**src/rtl/fifo_pkg.sv**
```systemverilog
// Shared pointer helpers for both sides of the async FIFO.
// Functions work on a wide vector so any pointer width up to FN_W bits can use them.
package fifo_pkg;

   localparam int ADDR_SIZE_DEF = 3;
   localparam int PTR_W         = ADDR_SIZE_DEF + 1;
   localparam int FN_W          = 16;

   function automatic logic [FN_W-1:0] bin2gray(input logic [FN_W-1:0] b);
      return b ^ (b >> 1);
   endfunction

   function automatic logic [FN_W-1:0] gray2bin(input logic [FN_W-1:0] g);
      logic [FN_W-1:0] b;
      b[FN_W-1] = g[FN_W-1];
      for (int i = FN_W - 2; i >= 0; i--) begin
         b[i] = b[i+1] ^ g[i];
      end
      return b;
   endfunction

endpackage

```
**src/rtl/fifo_wr_ctrl_if.sv**
```systemverilog
// Producer/memory-facing bundle of the write-side controller.
// slave = the controller, master = the producer/read-domain side driving it.
interface fifo_wr_ctrl_if
   import fifo_pkg::*;
   #(parameter int ADDR_SIZE = ADDR_SIZE_DEF);

   logic                 W_INC;
   logic                 OVF_CLR;
   logic [ADDR_SIZE:0]   R_PTR;
   logic [ADDR_SIZE-1:0] W_ADDR;
   logic                 W_CLK_EN;
   logic [ADDR_SIZE:0]   W_PTR;
   logic                 FULL;
   logic                 ALMOST_FULL;
   logic [ADDR_SIZE:0]   WR_LEVEL;
   logic                 OVERFLOW;

   modport master (
      output W_INC, OVF_CLR, R_PTR,
      input  W_ADDR, W_CLK_EN, W_PTR, FULL, ALMOST_FULL, WR_LEVEL, OVERFLOW
   );

   modport slave (
      input  W_INC, OVF_CLR, R_PTR,
      output W_ADDR, W_CLK_EN, W_PTR, FULL, ALMOST_FULL, WR_LEVEL, OVERFLOW
   );

endinterface

```
**src/rtl/fifo_ptr_sync.sv**
```systemverilog
// Two-flop synchroniser for a Gray pointer crossing clock domains; 2-cycle latency.
// Shared by the read- and write-side controllers.
module fifo_ptr_sync #(
   parameter int W = fifo_pkg::PTR_W
) (
   input  logic         clk,
   input  logic         rst,
   input  logic [W-1:0] d,
   output logic [W-1:0] q
);

   logic [W-1:0] meta_q, meta_d;
   logic [W-1:0] sync_q, sync_d;

   always_comb begin
      meta_d = d;
      sync_d = meta_q;
   end

   always_ff @(posedge clk) begin
      if (rst) begin
         meta_q <= '0;
         sync_q <= '0;
      end else begin
         meta_q <= meta_d;
         sync_q <= sync_d;
      end
   end

   assign q = sync_q;

endmodule

```
**src/rtl/fifo_wr_ctrl.sv**
```systemverilog
// Write-side controller of the async FIFO: write pointers, memory write strobe and
// full/almost-full/level/overflow status. Flags update on the same edge as the write.
module fifo_wr_ctrl
   import fifo_pkg::*;
#(
   parameter int ADDR_SIZE = ADDR_SIZE_DEF,
   parameter int AF_THRESH = 6
) (
   input  logic           W_CLK,
   input  logic           W_RST,
   fifo_wr_ctrl_if.slave  wif
);

   localparam int PW = ADDR_SIZE + 1;
   // Full when the write pointer is one lap ahead: top two Gray bits inverted.
   localparam logic [PW-1:0] FULL_MASK = PW'(3) << (PW - 2);

   logic [PW-1:0] wbin_q, wbin_d;
   logic [PW-1:0] wgray_q, wgray_d;
   logic          full_q, full_d;
   logic          af_q, af_d;
   logic [PW-1:0] level_q, level_d;
   logic          ovf_q, ovf_d;
   logic [PW-1:0] rq2;
   logic [PW-1:0] rbin_sync;
   logic          w_clk_en;

   fifo_ptr_sync #(.W(PW)) u_rptr_sync (
      .clk (W_CLK),
      .rst (W_RST),
      .d   (wif.R_PTR),
      .q   (rq2)
   );

   always_comb begin
      w_clk_en  = wif.W_INC & ~full_q;
      wbin_d    = wbin_q + PW'(w_clk_en);
      wgray_d   = PW'(bin2gray(FN_W'(wbin_d)));
      rbin_sync = PW'(gray2bin(FN_W'(rq2)));
      full_d    = (wgray_d == (rq2 ^ FULL_MASK));
      level_d   = wbin_d - rbin_sync;
      af_d      = (level_d >= PW'(AF_THRESH));
      ovf_d     = ovf_q;
      if (wif.W_INC && full_q) begin
         ovf_d = 1'b1;
      end else if (wif.OVF_CLR) begin
         ovf_d = 1'b0;
      end
   end

   always_ff @(posedge W_CLK) begin
      if (W_RST) begin
         wbin_q  <= '0;
         wgray_q <= '0;
         full_q  <= 1'b0;
         af_q    <= 1'b0;
         level_q <= '0;
         ovf_q   <= 1'b0;
      end else begin
         wbin_q  <= wbin_d;
         wgray_q <= wgray_d;
         full_q  <= full_d;
         af_q    <= af_d;
         level_q <= level_d;
         ovf_q   <= ovf_d;
      end
   end

   assign wif.W_ADDR      = wbin_q[ADDR_SIZE-1:0];
   assign wif.W_CLK_EN    = w_clk_en;
   assign wif.W_PTR       = wgray_q;
   assign wif.FULL        = full_q;
   assign wif.ALMOST_FULL = af_q;
   assign wif.WR_LEVEL    = level_q;
   assign wif.OVERFLOW    = ovf_q;

endmodule

```
**src/flat_wrapper.sv**
```systemverilog
// flat-port wrapper written by rule: the top's interface ports become plain ports
module fifo_wr_ctrl_flat import fifo_pkg::*;
#(
   parameter int ADDR_SIZE = ADDR_SIZE_DEF,
   parameter int AF_THRESH = 6
)
  (W_CLK, W_RST, wif_W_INC, wif_OVF_CLR, wif_R_PTR, wif_W_ADDR, wif_W_CLK_EN, wif_W_PTR, wif_FULL, wif_ALMOST_FULL, wif_WR_LEVEL, wif_OVERFLOW);
  fifo_wr_ctrl_if #(.ADDR_SIZE(ADDR_SIZE)) wif_i ();
  input  logic W_CLK;
  input  logic W_RST;
  input wire logic [$bits(wif_i.W_INC)-1:0] wif_W_INC;
  input wire logic [$bits(wif_i.OVF_CLR)-1:0] wif_OVF_CLR;
  input wire logic [$bits(wif_i.R_PTR)-1:0] wif_R_PTR;
  output wire logic [$bits(wif_i.W_ADDR)-1:0] wif_W_ADDR;
  output wire logic [$bits(wif_i.W_CLK_EN)-1:0] wif_W_CLK_EN;
  output wire logic [$bits(wif_i.W_PTR)-1:0] wif_W_PTR;
  output wire logic [$bits(wif_i.FULL)-1:0] wif_FULL;
  output wire logic [$bits(wif_i.ALMOST_FULL)-1:0] wif_ALMOST_FULL;
  output wire logic [$bits(wif_i.WR_LEVEL)-1:0] wif_WR_LEVEL;
  output wire logic [$bits(wif_i.OVERFLOW)-1:0] wif_OVERFLOW;
  assign wif_i.W_INC = wif_W_INC;
  assign wif_i.OVF_CLR = wif_OVF_CLR;
  assign wif_i.R_PTR = wif_R_PTR;
  assign wif_W_ADDR = wif_i.W_ADDR;
  assign wif_W_CLK_EN = wif_i.W_CLK_EN;
  assign wif_W_PTR = wif_i.W_PTR;
  assign wif_FULL = wif_i.FULL;
  assign wif_ALMOST_FULL = wif_i.ALMOST_FULL;
  assign wif_WR_LEVEL = wif_i.WR_LEVEL;
  assign wif_OVERFLOW = wif_i.OVERFLOW;
  fifo_wr_ctrl #(.ADDR_SIZE(ADDR_SIZE), .AF_THRESH(AF_THRESH)) u_core (.W_CLK(W_CLK), .W_RST(W_RST), .wif(wif_i));
endmodule
```
**config.mk**
```make
export PLATFORM = sky130hd
export DESIGN_NAME = fifo_wr_ctrl_flat
export DESIGN_NICKNAME = d
export VERILOG_FILES = /design/src/rtl/fifo_pkg.sv /design/src/rtl/fifo_wr_ctrl_if.sv /design/src/rtl/fifo_ptr_sync.sv /design/src/rtl/fifo_wr_ctrl.sv /design/src/flat_wrapper.sv
export SDC_FILE = /design/constraint.sdc
export NUM_CORES = 1
export LEC_CHECK = 0
export ABC_AREA = 1
export BUFFER_PORTS_ARGS = -buffer_cell sky130_fd_sc_hd__buf_4
export CORE_MARGIN = 5
export CORE_UTILIZATION = 55
export DETAILED_ROUTE_END_ITERATION = 12
export PLACE_DENSITY = 0.82
export SLEW_MARGIN = 20
export SYNTH_ARGS = -nofsm -noshare
export SYNTH_HDL_FRONTEND = slang
export SYNTH_SLANG_ARGS = --single-unit
export TNS_END_PERCENT = 10
```
**constraint.sdc**
```tcl
create_clock -name W_CLK -period 4.6 [get_ports W_CLK]
set_clock_uncertainty 0.05 [all_clocks]
set_input_delay 0.46 -clock W_CLK [delete_from_list [all_inputs] [get_ports W_CLK]]
set_output_delay 0.46 -clock W_CLK [all_outputs]
set_load 0.02 [all_outputs]
```
==> reports/qor.txt, run 1 <==
post-detailed-route wirelength per cell: 9.838 um
cell types with the highest counts after synthesis: sky130_fd_sc_hd__nand2_1 (33), sky130_fd_sc_hd__inv_1 (23), sky130_fd_sc_hd__dfxtp_1 (22)
synthesized netlist net count: 144
root buffer selected by CTS: sky130_fd_sc_hd__clkbuf_4
remaining max-slew budget at the tightest pin: 84.28%
site row count: 15
Mapped Area: 970.9 um^2
wire length of the first global-routing pass: 3.243 mm
combined area of the multi-input logic cells: 435.4 um^2
maximum VDD drop: 0.2113 mV
number of nets in the final layout: 169
Post-synth EDFFs: 0
syn avg cell area: 7.469 um^2
prevailing post-synth register cell: sky130_fd_sc_hd__dfxtp_1
achievable clock frequency: 0.4399 GHz
Final Hold Vio Count: 0
I/O pin cnt: 23
number of clock sinks seen by CTS: 22
initial standard-cell utilization of the core: 56.85%
area share of the largest cell type after synthesis: 45.36%
Mapped Cells: 130
Initial DRT Pass Iterations: 4
DRC marker count from the first detailed-route iteration: 19
number of vias per cell: 4.682
total via count after detailed routing: 838
Worst-Margin Slew: 234.7 ps
placeable core region: 1708 um^2
ratio of total power to cell area: 359.5 nW/um^2
area overhead of the layout relative to synthesis: 23.07%
cell with the most instances after synthesis: sky130_fd_sc_hd__nand2_1
GRT Util Overall: 16.13%
Post-synth ARST share: 0%
clock tree from TritonCTS: built
CP Capture Type: flip-flop
maxcap violations: 0
overall die height: 52.02 um
Static Leakage: 0.6291 nW
CTS resizes: 0
number of buffers created by CTS: 3
share of layout cells above drive strength 1: 18.83%
largest net degree at the start of global routing: 21
setup slack, reg-to-reg: 2330 ps
total area of sequential cells: 440.4 um^2
post-route setup TNS: 0 ps
outcome: finished clean
unrepaired setup endpoints after global routing: no
leading post-synthesis cells by cell area: sky130_fd_sc_hd__dfxtp_1 (45%), sky130_fd_sc_hd__nand2_1 (13%), sky130_fd_sc_hd__inv_1 (8.9%)
total of buffers placed on input and output ports: 22
largest driver fanout on the critical path: 4
via count of the first global-routing pass: 765
count of yosys warnings during synthesis: 0
DRC violation count after routing: 0
class of the most critical hold timing path: primary input to flip-flop
endpoint arrival time on the critical path: 2430 ps
final count of pins violating max slew: 0
worst path required time: 4760 ps
maximum level of the CTS H-tree: 1
number of buffers added for setup after CTS: 0
Routed WL: 1.761 mm
ratio of final minimum period to clock period: 49.42%
final critical path time including I/O delays and setup: 2273 ps
count of cell types in the netlist: 19
GR Overflow Total: 0
final number of setup-violating endpoints: 0
width of the chip: 52.02 um
fin util: 69.96%
clock latency on the worst-skew pair: 300 ps
WS Path Type: flip-flop to flip-flop
Fill cells: 132
Seq cells post-synth: 22
floorplan die area: 2706 um^2
count of hold-fix buffers inserted at cts: 0
half-perimeter wire length of the detailed placement result: 1.347 mm
fraction of the yosys area taken by sequential cells: 45.36%
Max Root-Sink Buffers: 2
clock slew at the register clock pins of the worst setup and hold paths: 110 ps
post-route antenna net violation count: 0
number of antenna violations at the first check in global routing: 0
weighted congestion at the end of routability-driven global placement: 0.8794
Diodes inserted: 0
largest area contributor in the synthesized netlist: sky130_fd_sc_hd__dfxtp_1
kind of start point of the critical path: flip-flop
-- layout make-up --
class | count | area share [%]
clock buffer | 4 | 3.037
inverter | 23 | 7.225
multi-input combinational | 83 | 36.44
sequential | 22 | 36.86
tap | 25 | 2.618
timing repair buffer | 22 | 13.82
-- critical path, stage by stage, from the launching register on --
cell and delay [ps]:
sky130_fd_sc_hd__dfxtp_1 340, sky130_fd_sc_hd__nor2_1 150, sky130_fd_sc_hd__ha_1 240, sky130_fd_sc_hd__ha_1 200, sky130_fd_sc_hd__inv_1 60, sky130_fd_sc_hd__nand2_1 50
sky130_fd_sc_hd__nand2_1 130, sky130_fd_sc_hd__ha_1 380, sky130_fd_sc_hd__a21oi_1 150, sky130_fd_sc_hd__nor2b_1 140, sky130_fd_sc_hd__nand3_1 90, sky130_fd_sc_hd__nand3_1 140
sky130_fd_sc_hd__inv_1 60
-- per-layer routing --
metal | GRT usage [%] | vias to the layer above | routed length (um)
met3 | 3.725 | 5 | 109
met2 | 28.03 | 20 | 898
met4 | 7.860 | 0 | 36
met1 | 18.26 | 370 | 717
li1 | - | 443 | -
met5 | 0 | - | 0
-- metrics by stage --
step / setup WS, ps / area [um^2] / instances / hold WS, ps / power (mW)
5_1_grt: 2123 / 1195 / 179 / 308.5 / 0.4620
4_1_cts: 2335 / 1195 / 179 / 300.3 / 0.4338
2_1_floorplan: 2162 / 970.9 / 130 / 338.3 / 0.2920
6_report: 2327 / 1195 / 179 / 308.1 / 0.4296
3_5_place_dp: 2103 / 1159 / 175 / 345.9 / 0.3304
3_3_place_gp: 2168 / 1159 / 175 / 339.1 / 0.3277
-- cell usage in the layout (no fill, tap or decap) --
| cell type | Yosys | layout |
|---|---|---|
| sky130_fd_sc_hd__a21oi_1 | 4 | 4 |
| sky130_fd_sc_hd__and2_1 | 1 | 1 |
| sky130_fd_sc_hd__buf_4 | 0 | 22 |
| sky130_fd_sc_hd__clkbuf_4 | 0 | 3 |
| sky130_fd_sc_hd__clkbuf_8 | 0 | 1 |
| sky130_fd_sc_hd__dfxtp_1 | 22 | 22 |
| sky130_fd_sc_hd__fa_1 | 1 | 1 |
| sky130_fd_sc_hd__ha_1 | 5 | 5 |
| sky130_fd_sc_hd__inv_1 | 23 | 23 |
| sky130_fd_sc_hd__nand2_1 | 33 | 33 |
| sky130_fd_sc_hd__nand3_1 | 9 | 9 |
| sky130_fd_sc_hd__nand3b_1 | 1 | 1 |
| sky130_fd_sc_hd__nand4_1 | 2 | 2 |
| sky130_fd_sc_hd__nor2_1 | 21 | 21 |
| sky130_fd_sc_hd__nor2b_1 | 1 | 1 |
| sky130_fd_sc_hd__o21ai_0 | 1 | 1 |
| sky130_fd_sc_hd__or2_2 | 1 | 1 |
| sky130_fd_sc_hd__xnor2_2 | 1 | 1 |
| sky130_fd_sc_hd__xor2_1 | 1 | 1 |
| sky130_fd_sc_hd__xor2_2 | 1 | 1 |
-- sequential cells by signal (all words and copies together), names as in the netlist --
signal	cells
u_core.wif.FULL	1
u_core.wif.W_PTR	4
u_core.wif.ALMOST_FULL	1
u_core.wbin_q	3
u_core.wif.OVERFLOW	1
u_core.u_rptr_sync.meta_q	4
u_core.wif.WR_LEVEL	4
u_core.u_rptr_sync.q	4
-- path summary, 6_finish.rpt --
check                           depth (start not counted)                            to                          from
worst max-delay path                                   12        u_core.wif.WR_LEVEL[3]               u_core.wif.FULL
worst min-delay path                                    3  u_core.u_rptr_sync.meta_q[3]                  wif_R_PTR[3]
worst max register to register                         12        u_core.wif.WR_LEVEL[3]               u_core.wif.FULL
worst min register to register                          2       u_core.u_rptr_sync.q[2]  u_core.u_rptr_sync.meta_q[2]
-- power breakdown --
part / switching, mW / internal, mW
sequential: 0.00681 / 0.208
clock: 0.0547 / 0.0483
combinational: 0.0646 / 0.0475
-- kinds of logic after synthesis --
group                      synth area share, %
adders and majority gates                8.505
and+or+nand+nor                          29.51
buffers and inverters                    9.793
AOI/OAI and AO/OA                        2.577
DFF                                      45.36
xor gates and xnor gates                 4.254
Note: power is estimated with default switching activity, not from simulation.
==> run 2, diff against run 1 <==
--- a/config.mk
+++ b/config.mk
@@ -8,9 +8,9 @@
 export ABC_AREA = 1
 export BUFFER_PORTS_ARGS = -buffer_cell sky130_fd_sc_hd__buf_4
 export CORE_MARGIN = 5
-export CORE_UTILIZATION = 55
+export CORE_UTILIZATION = 46
 export DETAILED_ROUTE_END_ITERATION = 12
-export PLACE_DENSITY = 0.82
+export PLACE_DENSITY = 0.73
 export SLEW_MARGIN = 20
 export SYNTH_ARGS = -nofsm -noshare
 export SYNTH_HDL_FRONTEND = slang
==> constraint.sdc (replaced) <==
create_clock -name W_CLK -period 1.9 [get_ports W_CLK]
set_clock_uncertainty 0.05 [all_clocks]
set_input_delay 0.19 -clock W_CLK [delete_from_list [all_inputs] [get_ports W_CLK]]
set_output_delay 0.19 -clock W_CLK [all_outputs]
set_load 0.02 [all_outputs]
==> run 2 against run 1 <==
Compared with the run above:
- setup slack worse by 2400 ps
- count of clock-buffer cells in the layout stayed put
- via count grew 8.1%
- die area is 16% higher
- the run now ends with setup timing left
- largest cell class is now multi-input combinational cells
- flip-flop and latch count stayed put
- register-to-register slack got worse by 2400 ps
==> reports/qor.txt, run 2 (same netlist as run 1, synthesis figures left out) <==
GRT Util Overall: 14.41%
endpoint arrival time on the critical path: 2210 ps
DRC marker count from the first detailed-route iteration: 15
placed inst area: 1303 um^2
commonest cells after routing, fill and taps aside: sky130_fd_sc_hd__nand2_1 (33), sky130_fd_sc_hd__buf_4 (32), sky130_fd_sc_hd__inv_1 (22)
achievable clock frequency: 0.5015 GHz
Diodes inserted: 0
number of nets in the final layout: 179
cell area after layout: 1350 um^2
unrepaired setup endpoints after global routing: yes
total power consumption of the routed design: 1.085 mW
# placed instances: 186
number of buffers created by CTS: 3
final hold slack: 13.35 ps
Worst-Margin Slew: 233.9 ps
total via count after detailed routing: 906
remaining max-slew budget at the tightest pin: 84.39%
clock latency on the worst-skew pair: 320 ps
DRC violation count after routing: 0
floorplan die area: 3129 um^2
placeable core region: 1982 um^2
total of buffers placed on input and output ports: 22
post-detailed-route wirelength per cell: 10.90 um
CP Capture Type: flip-flop
ratio of final minimum period to clock period: 105.0%
GR Overflow Total: 0
kind of start point of the critical path: flip-flop
Initial DRT Pass Iterations: 4
final count of pins violating max slew: 0
ratio of total power to cell area: 803.6 nW/um^2
Routed WL: 2.081 mm
final critical-path setup slack: -94.09 ps
number of standard cells in the final layout excluding fillers: 191
largest driver fanout on the critical path: 2
number of vias per cell: 4.743
site row count: 16
share of layout cells above drive strength 1: 30.49%
overall die height: 55.94 um
Final Hold Vio Count: 0
maxcap violations: 0
clock tree from TritonCTS: built
WS Path Type: flip-flop to flip-flop
Max Root-Sink Buffers: 2
class of the most critical hold timing path: primary input to flip-flop
commonest non-fill, non-tap cell in the layout: sky130_fd_sc_hd__nand2_1
final number of setup-violating endpoints: 1
worst path required time: 2110 ps
I/O pin cnt: 23
number of clock sinks seen by CTS: 22
width of the chip: 55.94 um
violated checks: setup timing
Static Leakage: 0.6740 nW
largest net degree at the start of global routing: 21
clock slew at the register clock pins of the worst setup and hold paths: 120 ps
root buffer selected by CTS: sky130_fd_sc_hd__clkbuf_4
post-route antenna net violation count: 0
area overhead of the layout relative to synthesis: 39.05%
final critical path time including I/O delays and setup: 1994 ps
setup slack at placement: -86.00 ps
wire length of the first global-routing pass: 3.539 mm
via count of the first global-routing pass: 897
weighted congestion at the end of routability-driven global placement: 0.8736
number of antenna violations at the first check in global routing: 0
maximum VDD drop: 0.4842 mV
maximum level of the CTS H-tree: 1
outcome: complete, but fails checks
initial standard-cell utilization of the core: 48.99%
half-perimeter wire length of the detailed placement result: 1.619 mm
run 2: changes by cell type in the layout (fill, tap and decap cells not counted), sizes merged:
cell,previous run,this run
buf,22,32
run 2: power by group:
part,internal [mW],total (mW),leakage [nW],switching [mW]
combinational,0.162,0.340,0.476,0.178
clock,0.0822,0.224,0.0150,0.142
sequential,0.501,0.520,0.183,0.0196
total,0.745,1.08,0.674,0.340
run 2: worst max-delay path, stage by stage, from the launching register on:
cell	delay, ps
sky130_fd_sc_hd__dfxtp_4	380
sky130_fd_sc_hd__xnor2_4	150
sky130_fd_sc_hd__xor2_2	190
sky130_fd_sc_hd__xor2_1	170
sky130_fd_sc_hd__ha_2	190
sky130_fd_sc_hd__fa_2	330
sky130_fd_sc_hd__or2_4	240
sky130_fd_sc_hd__a21oi_4	120
sky130_fd_sc_hd__nand2_1	60
sky130_fd_sc_hd__nand2_1	50
run 2: routing by layer:
metal / vias to the layer above / routed length (um) / GRT usage [%]
li1: 460 / - / -
met1: 418 / 876 / 14.97
met2: 23 / 1043 / 26.52
met3: 5 / 115 / 2.784
met4: 0 / 46 / 8.475
met5: - / 0 / 0
run 2: layout make-up:
class / count / area (um^2)
multi-input combinational: 83 / 514.2
clock buffer: 4 / 26.28
tap: 27 / 33.78
inverter: 23 / 86.33
timing repair buffer: 32 / 240.2
fill: 166 / 631.9
sequential: 22 / 449.2
run 2: final timing paths:
kind / endpoint / cells past startpoint / slack (ps) / start
max reg2reg: u_core.wif.ALMOST_FULL / 9 / -90 / u_core.u_rptr_sync.q[2]
min: u_core.u_rptr_sync.meta_q[2] / 3 / 10 / wif_R_PTR[2]
min reg2reg: u_core.u_rptr_sync.q[1] / 2 / 350 / u_core.u_rptr_sync.meta_q[1]
max: u_core.wif.ALMOST_FULL / 9 / -90 / u_core.u_rptr_sync.q[2]
run 2: what timing repair did:
action	in CTS	in global routing
buffers inserted	1	0
endpoints found under the setup margin	2	3
pin swaps	3	1
gates resized for setup	1	3
hold buffers	0	0
endpoints found under the hold margin	0	0
run 2: through the flow:
| stage | setup TNS (ps) | util, % |
|---|---|---|
| after global routing | -465.7 | 68.12 |
| after detailed placement | -121.0 | 65.72 |
| after floorplan | -57.54 | - |
| final | -94.09 | 68.12 |
| after global placement | -56.18 | 65.72 |
| after CTS | -53.65 | 67.55 |
==> run 3, diff against run 2 <==
--- a/config.mk
+++ b/config.mk
@@ -7,7 +7,7 @@
 export LEC_CHECK = 0
 export ABC_AREA = 1
 export BUFFER_PORTS_ARGS = -buffer_cell sky130_fd_sc_hd__buf_4
-export CORE_MARGIN = 5
+export CORE_MARGIN = 3
 export CORE_UTILIZATION = 46
 export DETAILED_ROUTE_END_ITERATION = 12
 export PLACE_DENSITY = 0.73
==> run 3 against run 2 <==
Compared with the run above:
- the run still ends with setup timing left
- flip-flop and latch count is the same
- sequential power barely moved
- cell count decreased by 0.52%
- clock power is 16% higher
- setup slack got worse by 70 ps
- critical path depth unchanged
- routed wire length is 2.6% higher
- fmax is 3.4% lower
- first-iteration DRC count up 100%
- count of clock-buffer cells in the layout is the same
- total power is 3.5% higher
- highest routed layer unchanged
==> reports/qor.txt, run 3 (same netlist as run 1, synthesis figures left out) <==
outcome: complete, but fails checks
violated checks: setup timing
Routed WL: 2.136 mm
overall die height: 51.94 um
area overhead of the layout relative to synthesis: 41.37%
total via count after detailed routing: 904
ratio of total power to cell area: 817.7 nW/um^2
width of the chip: 51.94 um
DRC marker count from the first detailed-route iteration: 30
placeable core region: 1858 um^2
remaining max-slew budget at the tightest pin: 83.45%
maximum VDD drop: 0.7278 mV
share of layout cells above drive strength 1: 32.73%
clock slew at the register clock pins of the worst setup and hold paths: 120 ps
weighted congestion at the end of routability-driven global placement: 0.7860
CP Capture Type: flip-flop
initial standard-cell utilization of the core: 52.26%
number of buffers created by CTS: 3
Static Leakage: 0.6875 nW
largest driver fanout on the critical path: 2
wire length of the first global-routing pass: 3.622 mm
I/O pin cnt: 23
maximum level of the CTS H-tree: 1
setup slack at placement: -107.8 ps
half-perimeter wire length of the detailed placement result: 1.643 mm
via count of the first global-routing pass: 898
DRC violation count after routing: 0
commonest non-fill, non-tap cell in the layout: sky130_fd_sc_hd__buf_4
Initial DRT Pass Iterations: 4
Worst-Margin Slew: 247.9 ps
class of the most critical hold timing path: primary input to flip-flop
Diodes inserted: 0
WS Path Type: flip-flop to flip-flop
number of antenna violations at the first check in global routing: 0
largest net degree at the start of global routing: 21
commonest cells after routing, fill and taps aside: sky130_fd_sc_hd__buf_4 (33), sky130_fd_sc_hd__nand2_1 (32), sky130_fd_sc_hd__inv_1 (22)
endpoint arrival time on the critical path: 2280 ps
total of buffers placed on input and output ports: 22
ratio of final minimum period to clock period: 108.7%
floorplan die area: 2698 um^2
post-route setup TNS: -213.3 ps
post-detailed-route wirelength per cell: 11.24 um
final critical-path setup slack: -164.4 ps
GR Overflow Total: 0
number of vias per cell: 4.758
# placed instances: 184
total power consumption of the routed design: 1.122 mW
count of hold-fix buffers inserted at cts: 0
final hold slack: 22.35 ps
Max Root-Sink Buffers: 2
post-route antenna net violation count: 0
clock tree from TritonCTS: built
worst path required time: 2120 ps
final count of pins violating max slew: 0
number of standard cells in the final layout excluding fillers: 190
final number of setup-violating endpoints: 2
kind of start point of the critical path: flip-flop
unrepaired setup endpoints after global routing: yes
final critical path time including I/O delays and setup: 2064 ps
root buffer selected by CTS: sky130_fd_sc_hd__clkbuf_4
number of nets in the final layout: 180
GRT Util Overall: 18.66%
achievable clock frequency: 0.4844 GHz
Final Hold Vio Count: 0
clock latency on the worst-skew pair: 310 ps
maxcap violations: 0
number of clock sinks seen by CTS: 22
site row count: 15
-- run 3: changes by cell type in the layout (fill, tap and decap cells not counted), sizes merged --
| cell | delta |
|---|---|
| buf | +1 |
-- run 3: power breakdown --
part / switching (mW) / internal [mW]
Sequential: 0.0182 / 0.500
Combinational: 0.181 / 0.163
Clock: 0.143 / 0.117
Total: 0.343 / 0.780
-- run 3: area by class of cell --
type	count	area, um^2
Clock buffer	4	36.28
Fill cell	150	485.5
Inverter	23	86.33
Multi-Input combinational cell	83	519.2
Sequential cell	22	451.7
Tap cell	25	31.28
Timing Repair Buffer	33	247.7
-- run 3: final timing paths --
| check | start | to | slack (ps) | depth (start not counted) |
|---|---|---|---|---|
| worst max-delay path | u_core.u_rptr_sync.q[2] | u_core.wif.ALMOST_FULL | -160 | 9 |
| worst min-delay path | wif_R_PTR[0] | u_core.u_rptr_sync.meta_q[0] | 20 | 3 |
| worst max register to register | u_core.u_rptr_sync.q[2] | u_core.wif.ALMOST_FULL | -160 | 9 |
| worst min register to register | u_core.u_rptr_sync.meta_q[3] | u_core.u_rptr_sync.q[3] | 360 | 2 |
-- run 3: what timing repair did --
| action | in CTS | in global routing |
|---|---|---|
| pin swaps | 5 | 3 |
| gates resized for setup | 5 | 2 |
| cloned | 0 | 0 |
| setup buffers | 2 | 0 |
| endpoints found under the setup margin | 3 | 4 |
-- run 3: metrics by stage --
step,utilization (%),instance area (um^2)
finish,73.87,1373
global route,73.87,1373
CTS,73.33,1363
detailed placement,69.97,1300
global placement,69.97,1300
floorplan,-,1045
-- run 3: metal layers --
layer / global-route usage [%] / up-vias / part of all wire (%)
li1: - / 463 / -
met2: 34.73 / 24 / 49
met4: 12.66 / 0 / 3.5
met5: 0 / - / 0
met3: 3.152 / 7 / 4.5
met1: 18.46 / 410 / 43
-- run 3: critical path, stage by stage, from the launching register on --
cell                      delay (ps)
sky130_fd_sc_hd__dfxtp_4         380
sky130_fd_sc_hd__xnor2_4         150
sky130_fd_sc_hd__xor2_2          190
sky130_fd_sc_hd__xor2_1          180
sky130_fd_sc_hd__ha_2            190
sky130_fd_sc_hd__fa_2            340
sky130_fd_sc_hd__or2_4           240
sky130_fd_sc_hd__a21oi_2         160
sky130_fd_sc_hd__nand2_1          70
sky130_fd_sc_hd__nand2_1          60
